$ cat src/rtl/ssd_pkg.sv
// Shared definitions for the score display: segment encoding, digit limits and
// the state type of the sequential binary-to-BCD converter.
package ssd_pkg;

    localparam int         MAX_DIGITS = 8;
    localparam logic [6:0] SEG_BLANK  = 7'h7F;

    typedef enum logic [1:0] {
        ST_IDLE  = 2'd0,
        ST_SHIFT = 2'd1,
        ST_DONE  = 2'd2
    } b2b_state_t;

    // Active-low {g,f,e,d,c,b,a}; non-decimal codes show nothing.
    function automatic logic [6:0] bcd_to_seg(input logic [3:0] bcd);
        logic [6:0] seg;
        case (bcd)
            4'd0:    seg = 7'h40;
            4'd1:    seg = 7'h79;
            4'd2:    seg = 7'h24;
            4'd3:    seg = 7'h30;
            4'd4:    seg = 7'h19;
            4'd5:    seg = 7'h12;
            4'd6:    seg = 7'h02;
            4'd7:    seg = 7'h78;
            4'd8:    seg = 7'h00;
            4'd9:    seg = 7'h10;
            default: seg = SEG_BLANK;
        endcase
        return seg;
    endfunction

    function automatic longint unsigned pow10(input int n);
        longint unsigned v;
        v = 64'd1;
        for (int i = 0; i < n; i++) begin
            v = v * 64'd10;
        end
        return v;
    endfunction

endpackage

$ cat src/rtl/score_ssd_driver_bin2bcd_seq.sv
// Sequential double-dabble converter with a 1-deep pending load; the visible
// digit register only updates at the end of a conversion.
module bin2bcd_seq
    import ssd_pkg::*;
#(
    parameter int SCORE_W    = 16,
    parameter int NUM_DIGITS = 4
) (
    input  logic                    clk,
    input  logic                    rst,
    input  logic [SCORE_W-1:0]      i_score,
    input  logic                    i_load,
    output logic                    o_busy,
    output logic                    o_ovf,
    output logic [NUM_DIGITS*4-1:0] o_digits
);

    localparam int                  BCD_W     = NUM_DIGITS * 4;
    localparam int                  CNT_W     = $clog2(SCORE_W);
    localparam logic [CNT_W-1:0]    CNT_LAST  = CNT_W'(SCORE_W - 1);
    localparam logic [BCD_W-1:0]    ALL_NINES = {NUM_DIGITS{4'd9}};
    localparam longint unsigned     LIMIT     = pow10(NUM_DIGITS);
    localparam longint unsigned     SCORE_MAX = (64'd1 << SCORE_W) - 64'd1;
    // A limit beyond the score range saturates so the compare can never fire.
    localparam logic [SCORE_W+3:0]  OVF_LIMIT = (LIMIT > SCORE_MAX) ?
                                                {(SCORE_W+4){1'b1}} : (SCORE_W+4)'(LIMIT);

    b2b_state_t          r_state;
    b2b_state_t          w_state_next;
    logic [SCORE_W-1:0]  r_bin;
    logic [SCORE_W-1:0]  r_pend_val;
    logic                r_pend_valid;
    logic [BCD_W-1:0]    r_bcd;
    logic [BCD_W-1:0]    r_digits;
    logic [CNT_W-1:0]    r_cnt;
    logic                r_ovf_cur;
    logic                r_ovf;
    logic                w_start;
    logic [SCORE_W-1:0]  w_start_val;
    logic                w_start_ovf;
    logic [BCD_W-1:0]    w_bcd_adj;
    logic [BCD_W-1:0]    w_bcd_shift;

    // NOTE: every signal driven here gets a default first, so no latch is inferred.
    always_comb begin
        w_state_next = r_state;
        w_start      = 1'b0;
        w_start_val  = i_score;
        case (r_state)
            ST_IDLE: begin
                if (i_load) begin
                    w_state_next = ST_SHIFT;
                    w_start      = 1'b1;
                end
            end
            ST_SHIFT: begin
                if (r_cnt == CNT_LAST) begin
                    w_state_next = ST_DONE;
                end
            end
            ST_DONE: begin
                // A load landing on DONE is the newest pending value and wins.
                if (i_load || r_pend_valid) begin
                    w_state_next = ST_SHIFT;
                    w_start      = 1'b1;
                    if (!i_load) begin
                        w_start_val = r_pend_val;
                    end
                end else begin
                    w_state_next = ST_IDLE;
                end
            end
            default: w_state_next = ST_IDLE;
        endcase
    end

    assign w_start_ovf = {4'b0000, w_start_val} >= OVF_LIMIT;

    always_comb begin
        w_bcd_adj = r_bcd;
        for (int i = 0; i < NUM_DIGITS; i++) begin
            if (r_bcd[i*4 +: 4] >= 4'd5) begin
                w_bcd_adj[i*4 +: 4] = r_bcd[i*4 +: 4] + 4'd3;
            end
        end
    end

    assign w_bcd_shift = {w_bcd_adj[BCD_W-2:0], r_bin[SCORE_W-1]};

    // NOTE: sequential state is written with <= only, so every flop samples pre-edge values.
    always_ff @(posedge clk or posedge rst) begin
        if (rst) begin
            r_state <= ST_IDLE;
        end else begin
            r_state <= w_state_next;
        end
    end

    // NOTE: the digit register is reset because the display must read zero out of reset.
    always_ff @(posedge clk or posedge rst) begin
        if (rst) begin
            r_bin        <= '0;
            r_bcd        <= '0;
            r_cnt        <= '0;
            r_ovf_cur    <= 1'b0;
            r_pend_valid <= 1'b0;
            r_pend_val   <= '0;
            r_digits     <= '0;
            r_ovf        <= 1'b0;
        end else begin
            if (w_start) begin
                r_bin     <= w_start_val;
                r_bcd     <= '0;
                r_cnt     <= '0;
                r_ovf_cur <= w_start_ovf;
            end else if (r_state == ST_SHIFT) begin
                r_bin <= r_bin << 1;
                r_bcd <= w_bcd_shift;
                r_cnt <= r_cnt + 1'b1;
            end

            if (r_state == ST_DONE) begin
                r_digits     <= r_ovf_cur ? ALL_NINES : r_bcd;
                r_ovf        <= r_ovf_cur;
                r_pend_valid <= 1'b0;
            end else if (r_state == ST_SHIFT && i_load) begin
                r_pend_valid <= 1'b1;
                r_pend_val   <= i_score;
            end
        end
    end

    assign o_busy   = (r_state != ST_IDLE);
    assign o_ovf    = r_ovf;
    assign o_digits = r_digits;

endmodule

$ cat src/rtl/score_ssd_driver.sv
// Score display top: BCD conversion plus multiplexed seven-segment scan.
// Optional macro SSD_LZ_BLANK_EN blanks leading-zero digits above the top nonzero one.
module score_ssd_driver
    import ssd_pkg::*;
#(
    parameter int NUM_DIGITS = 4,
    parameter int SCORE_W    = 16,
    parameter int SCAN_DIV_W = 18,
    parameter int BLANK_CYC  = 64
) (
    input  logic               clk,
    input  logic               rst,
    input  logic [SCORE_W-1:0] score_in,
    input  logic               score_load,
    output logic               busy,
    output logic               ovf,
    output logic [7:0]         an,
    output logic [6:0]         seg,
    output logic               dp
);

    localparam logic [SCAN_DIV_W-1:0] BLANK_L  = SCAN_DIV_W'(BLANK_CYC);
    localparam logic [2:0]            IDX_LAST = 3'(NUM_DIGITS - 1);

    logic [NUM_DIGITS*4-1:0] w_digits;
    logic [MAX_DIGITS*4-1:0] w_digits_pad;
    logic [SCAN_DIV_W-1:0]   r_presc;
    logic [2:0]              r_idx;
    logic [7:0]              r_an;
    logic [6:0]              r_seg;
    logic [3:0]              w_digit;
    logic                    w_digit_blank;
    logic [7:0]              w_an_next;
    logic [6:0]              w_seg_next;

    bin2bcd_seq #(
        .SCORE_W    (SCORE_W),
        .NUM_DIGITS (NUM_DIGITS)
    ) u_bcd (
        .clk      (clk),
        .rst      (rst),
        .i_score  (score_in),
        .i_load   (score_load),
        .o_busy   (busy),
        .o_ovf    (ovf),
        .o_digits (w_digits)
    );

    assign w_digits_pad = (MAX_DIGITS*4)'(w_digits);
    assign w_digit      = w_digits_pad[{r_idx, 2'b00} +: 4];

`ifdef SSD_LZ_BLANK_EN
    logic [2:0] w_msnz;

    // Digit 0 is never blanked, so an all-zero score still shows "0".
    always_comb begin
        w_msnz = 3'd0;
        for (int i = 1; i < NUM_DIGITS; i++) begin
            if (w_digits_pad[i*4 +: 4] != 4'd0) begin
                w_msnz = 3'(i);
            end
        end
    end

    assign w_digit_blank = (r_idx > w_msnz);
`else
    assign w_digit_blank = 1'b0;
`endif

    always_comb begin
        w_an_next  = 8'hFF;
        w_seg_next = SEG_BLANK;
        if (r_presc >= BLANK_L) begin
            w_an_next = ~(8'h01 << r_idx);
            if (!w_digit_blank) begin
                w_seg_next = bcd_to_seg(w_digit);
            end
        end
    end

    always_ff @(posedge clk or posedge rst) begin
        if (rst) begin
            r_presc <= '0;
            r_idx   <= 3'd0;
            r_an    <= 8'hFF;
            r_seg   <= SEG_BLANK;
        end else begin
            r_presc <= r_presc + 1'b1;
            if (&r_presc) begin
                r_idx <= (r_idx == IDX_LAST) ? 3'd0 : r_idx + 3'd1;
            end
            r_an  <= w_an_next;
            r_seg <= w_seg_next;
        end
    end

    assign an  = r_an;
    assign seg = r_seg;
    assign dp  = 1'b1;

endmodule

$ cat config.mk
export PLATFORM = sky130hd
export DESIGN_NAME = score_ssd_driver
export DESIGN_NICKNAME = d
export VERILOG_FILES = /design/src/rtl/ssd_pkg.sv /design/src/rtl/score_ssd_driver_bin2bcd_seq.sv /design/src/rtl/score_ssd_driver.sv
export SDC_FILE = /design/constraint.sdc
export NUM_CORES = 1
export LEC_CHECK = 0
export ABC_AREA = 1
export CAP_MARGIN = 20
export CORE_ASPECT_RATIO = 1.5
export CORE_MARGIN = 4
export CORE_UTILIZATION = 48
export DETAILED_ROUTE_END_ITERATION = 16
export PLACE_DENSITY = 0.81
export SKIP_CTS_REPAIR_TIMING = 1
export SLEW_MARGIN = 20
export SYNTH_ARGS = -nofsm -noshare
export SYNTH_HDL_FRONTEND = slang
export SYNTH_SLANG_ARGS = --single-unit
export TNS_END_PERCENT = 30
$ cat constraint.sdc
create_clock -name clk -period 3.7 [get_ports clk]
set_clock_uncertainty 0.05 [all_clocks]
set_input_delay 0.74 -clock clk [delete_from_list [all_inputs] [get_ports clk]]
set_output_delay 0.74 -clock clk [all_outputs]
set_load 0.05 [all_outputs]
==> results.md <==
- The flow ran to the end, and the final reports show no timing, DRC or antenna violations.
- Dividing the detail-routed wire length by the instance count gives 13.5 microns.
- The layout overhead on the synthesized area is 14.1%.
- Fill cells in the final layout number 881.
- The slowest cell on the critical path is sky130_fd_sc_hd__clkdlybuf4s50_1.
- The mapped netlist covers 0.00528 sq mm.
- In the final layout, the share of cells above drive strength 1 is 10.7%.
- The first detailed-routing pass ran for 4 iterations.
- The worst setup path is launched from a flop.
- The number of cell rows is 46.
- The cell taking the most area after synthesis is sky130_fd_sc_hd__dfrtp_1.
- Counting flops and latches in the post-synthesis netlist gives 109.
- The root buffer cell is sky130_fd_sc_hd__clkbuf_16.
- Including well taps, the total number of placed cells is 735.
- The number of DRC violations after detailed routing is 0.
- The peak clock frequency supported by timing is 0.398 GHz.
- The maximum number of pins on one net before global-route repair is 62.
- The synthesized area per cell is 9.20 sq um.
- STA classifies the critical path endpoint as a primary output.
- The final hold violation count was 0.
- The critical-path maximum fanout is 2.
- The summed negative setup slack over all endpoints is 0 ps.
- The post-detailed-route via-to-cell ratio is 5.22.
- The wire-length estimate of the detail-placed layout is 7260 microns.
- The total chip power is 0.00322 W.
- For this configuration, the core starts out at a cell density of 49.6%.
- The synthesized netlist cell count is 574.
- The finished cells cover 0.00603 sq mm.
- The synthesis warning total is 0.
- The number of max-capacitance violations reported is 0.
- Clock tree synthesis inserted a total of 9 buffers.
- The launch point of the worst reg-to-reg path is u_bcd.r_state[1].
- The most common cell in the synthesized netlist is sky130_fd_sc_hd__nand2_1.
- In this run the power density over the cells is 535 mW/mm^2.
- The class of the worst hold path is reg -> reg.
- The last weighted congestion value of the routability-driven placer is 0.874.
- The startpoint of the lowest-slack hold path is r_presc[0].
- The clock tree from TritonCTS is yes.
- The number of antenna violations at the first check in global routing came to 0.
- The later pin in the worst-skew pair is clocked with a latency of 350 ps.
- The number of enable flip-flop cells after synthesis is 0.
- Along the worst hold path, the cell count comes to 1.
- Across every metal layer, demand over resource in global routing totals 17.1%.
- By area the synthesized netlist is led by sky130_fd_sc_hd__dfrtp_1 (45%), sky130_fd_sc_hd__nand2_1 (9.0%), sky130_fd_sc_hd__dfstp_2 (7.5%), sky130_fd_sc_hd__ha_1 (4.7%), sky130_fd_sc_hd__nand3_1 (4.2%).
- Counting every net in the synthesized netlist gives 613.
- The global-route wire length before repair is 17,400 microns.
- The maximum level of the CTS H-tree is 3.
- The tightest hold path in the finished design has a slack of 424 ps.
- The clock period could shrink to 2510 ps.
- The core area is 0.0106 sq mm.
- The max-slew violation total from the final report is 0.
- The post-layout net count is 641.
- For this run, the slowest stage of the critical path takes 800 ps.
- Setup repair after global routing left no endpoint under its margin.
- The share of the Yosys chip area taken by registers is 52.0%.
- The non-filler instance count after layout is 751.
- The data arrival time at the worst-slack endpoint is 1720 ps.
- The slew at the pin closest to its max-slew limit is 723 ps.
- In this run the register-to-register setup slack is 1590 ps.
- The worst setup path is of the reg -> out kind.
- The static leakage is 2.77 nW.
- The endpoint required time on the critical path is 2910 ps.
- The number of global-route vias before repair is 3,924.
- The setup-violating endpoint count in the final report is 0.
- The highest ir drop seen on vdd is 299 uV.
- The buffer levels on the longest clock path is 2.
- The antenna diode count is 0.
- The worst hold path terminates at r_presc[0].
- The CTS sink count is 109.
- The clock-pin slew on the worst setup and hold paths is 70 ps.
- The number of distinct library cell variants in the gate-level netlist after synthesis is 45.
- Once placement finished, the instance area stood at 0.00572 sq mm.
- The total overflow left after global routing is 0.
- Once detail routing completed, the nets flagged for antenna violations numbered 0.
- The commonest cells after synthesis are sky130_fd_sc_hd__nand2_1 (127), sky130_fd_sc_hd__dfrtp_1 (94), sky130_fd_sc_hd__inv_1 (55).
- The most common flop cell mapped by yosys is sky130_fd_sc_hd__dfrtp_1.
- The die extent in x is 93.7 microns.
- The I/O pin count is 37.
- Measured in cells, the most critical reg-to-reg path has a length of 7.
- Walking the worst path, the cells encountered are inv_2, nand2_1, clkdlybuf4s50_1.
- The die is 136 microns tall.
- The share of synthesized area in the top cell type comes to 44.5%.
- The post-detailed-routing wire length is 10,100 microns.
- For this run, asynchronously set or reset flops after synthesis account for 100%.
- The number of buffers inserted by port buffering is 35.
- The headroom to the max-slew limit is 51.8%.
- The top cell family by delay on the critical path is buffers and inverters.
- The die footprint is 0.0128 sq mm.
- Across all layers, the routed design uses 3,918 vias.
- The total buffers and inverters traversed by the critical path is 2.
- For this block, the initial DRC count from the detailed router was 164.
- After layout, the worst path uses 67.9% of the clock period.
- The end of the worst register-to-register path is u_bcd.r_bcd[5].
[per-stage QoR]
step                      worst slack (ps)  util (%)
after floorplan                       60.9         -
after global placement                 977      53.8
after detailed placement               891      53.8
after CTS                             1170      56.6
after global routing                  1050      56.6
final                                 1190      56.6
[cells by family after synthesis]
kind of cell | count (synthesis) | synth area share, %
adders and majority gates | 20 | 4.74
DFF | 109 | 52.0
buffers and inverters | 84 | 6.73
other | 1 | 0.0710
AOI/OAI and AO/OA | 99 | 11.2
xor gates and xnor gates | 22 | 3.65
muxes | 10 | 2.13
and+or+nand+nor | 229 | 19.5
[how the worst max path moves through the flow]
stage                     start        endpoint  cells after the start
5_1_grt              score_load  u_bcd.r_bcd[8]                      6
6_report       u_bcd.r_state[1]            busy                      3
3_5_place_dp         score_load  u_bcd.r_bcd[8]                      6
4_1_cts        u_bcd.r_state[1]            busy                      3
2_1_floorplan               rst        r_idx[0]                      1
3_3_place_gp         score_load  u_bcd.r_bcd[1]                      6
[area by class of cell]
cell class	count	area [sq um]	area share [%]
Clock inverter	7	76.3	1.27
Multi-Input combinational cell	381	2180	36.2
Sequential cell	109	2750	45.6
Inverter	65	246	4.09
Clock buffer	9	225	3.74
Timing Repair Buffer	36	370	6.15
Tap cell	144	180	2.99
[per-layer routing]
layer	GRT usage (%)	vias to the layer above	wire length (microns)
met4	8.35	0	277
met5	0	-	0
met3	2.44	24	338
met2	31.6	86	5490
met1	18.9	1876	4000
li1	-	1932	-
[flip-flops by register name, summed over array words and instances (netlist names), 2 cells and up]
register,flops
r_idx,3
u_bcd.r_pend_val,16
u_bcd.r_bcd,16
u_bcd.r_bin,16
r_presc,18
seg,7
an,8
u_bcd.r_state,2
u_bcd.o_digits,16
u_bcd.r_cnt,4
[where the power goes]
| group | total (W) | switching, W | internal (W) |
|---|---|---|---|
| sequential | 0.00143 | 0.0000954 | 0.00134 |
| combinational | 0.000825 | 0.000540 | 0.000284 |
| clock | 0.000963 | 0.000436 | 0.000527 |
[cell usage in the layout, fill, tap and decap left out, types with 2 or more instances in the layout]
master / Yosys / routed
sky130_fd_sc_hd__nand4_1: 2 / 2
sky130_fd_sc_hd__dfstp_2: 15 / 15
sky130_fd_sc_hd__nor3_1: 5 / 5
sky130_fd_sc_hd__clkbuf_16: 0 / 9
sky130_fd_sc_hd__a21oi_2: 2 / 2
sky130_fd_sc_hd__mux2_1: 7 / 7
sky130_fd_sc_hd__o221ai_1: 2 / 2
sky130_fd_sc_hd__nor2_4: 4 / 4
sky130_fd_sc_hd__nor2_2: 3 / 3
sky130_fd_sc_hd__clkdlybuf4s50_1: 0 / 35
sky130_fd_sc_hd__nor2_1: 28 / 28
sky130_fd_sc_hd__inv_1: 55 / 54
sky130_fd_sc_hd__o211ai_1: 16 / 16
sky130_fd_sc_hd__o22ai_1: 6 / 6
sky130_fd_sc_hd__o21ai_1: 11 / 11
sky130_fd_sc_hd__ha_1: 20 / 20
sky130_fd_sc_hd__clkinvlp_4: 0 / 2
sky130_fd_sc_hd__inv_2: 9 / 9
sky130_fd_sc_hd__nand3_2: 2 / 2
sky130_fd_sc_hd__dfrtp_1: 94 / 94
sky130_fd_sc_hd__xor2_1: 18 / 18
sky130_fd_sc_hd__clkinv_4: 0 / 3
sky130_fd_sc_hd__or2_2: 5 / 5
sky130_fd_sc_hd__nand2_2: 2 / 2
sky130_fd_sc_hd__a32o_1: 2 / 2
sky130_fd_sc_hd__nand2_1: 127 / 127
sky130_fd_sc_hd__a21oi_1: 16 / 16
sky130_fd_sc_hd__mux2_2: 3 / 3
sky130_fd_sc_hd__xnor2_1: 4 / 4
sky130_fd_sc_hd__nand3_1: 44 / 44
sky130_fd_sc_hd__a22oi_1: 4 / 4
sky130_fd_sc_hd__nor4_1: 3 / 3
sky130_fd_sc_hd__o21ai_0: 36 / 36
No activity file was read; power rests on OpenSTA's default activity.
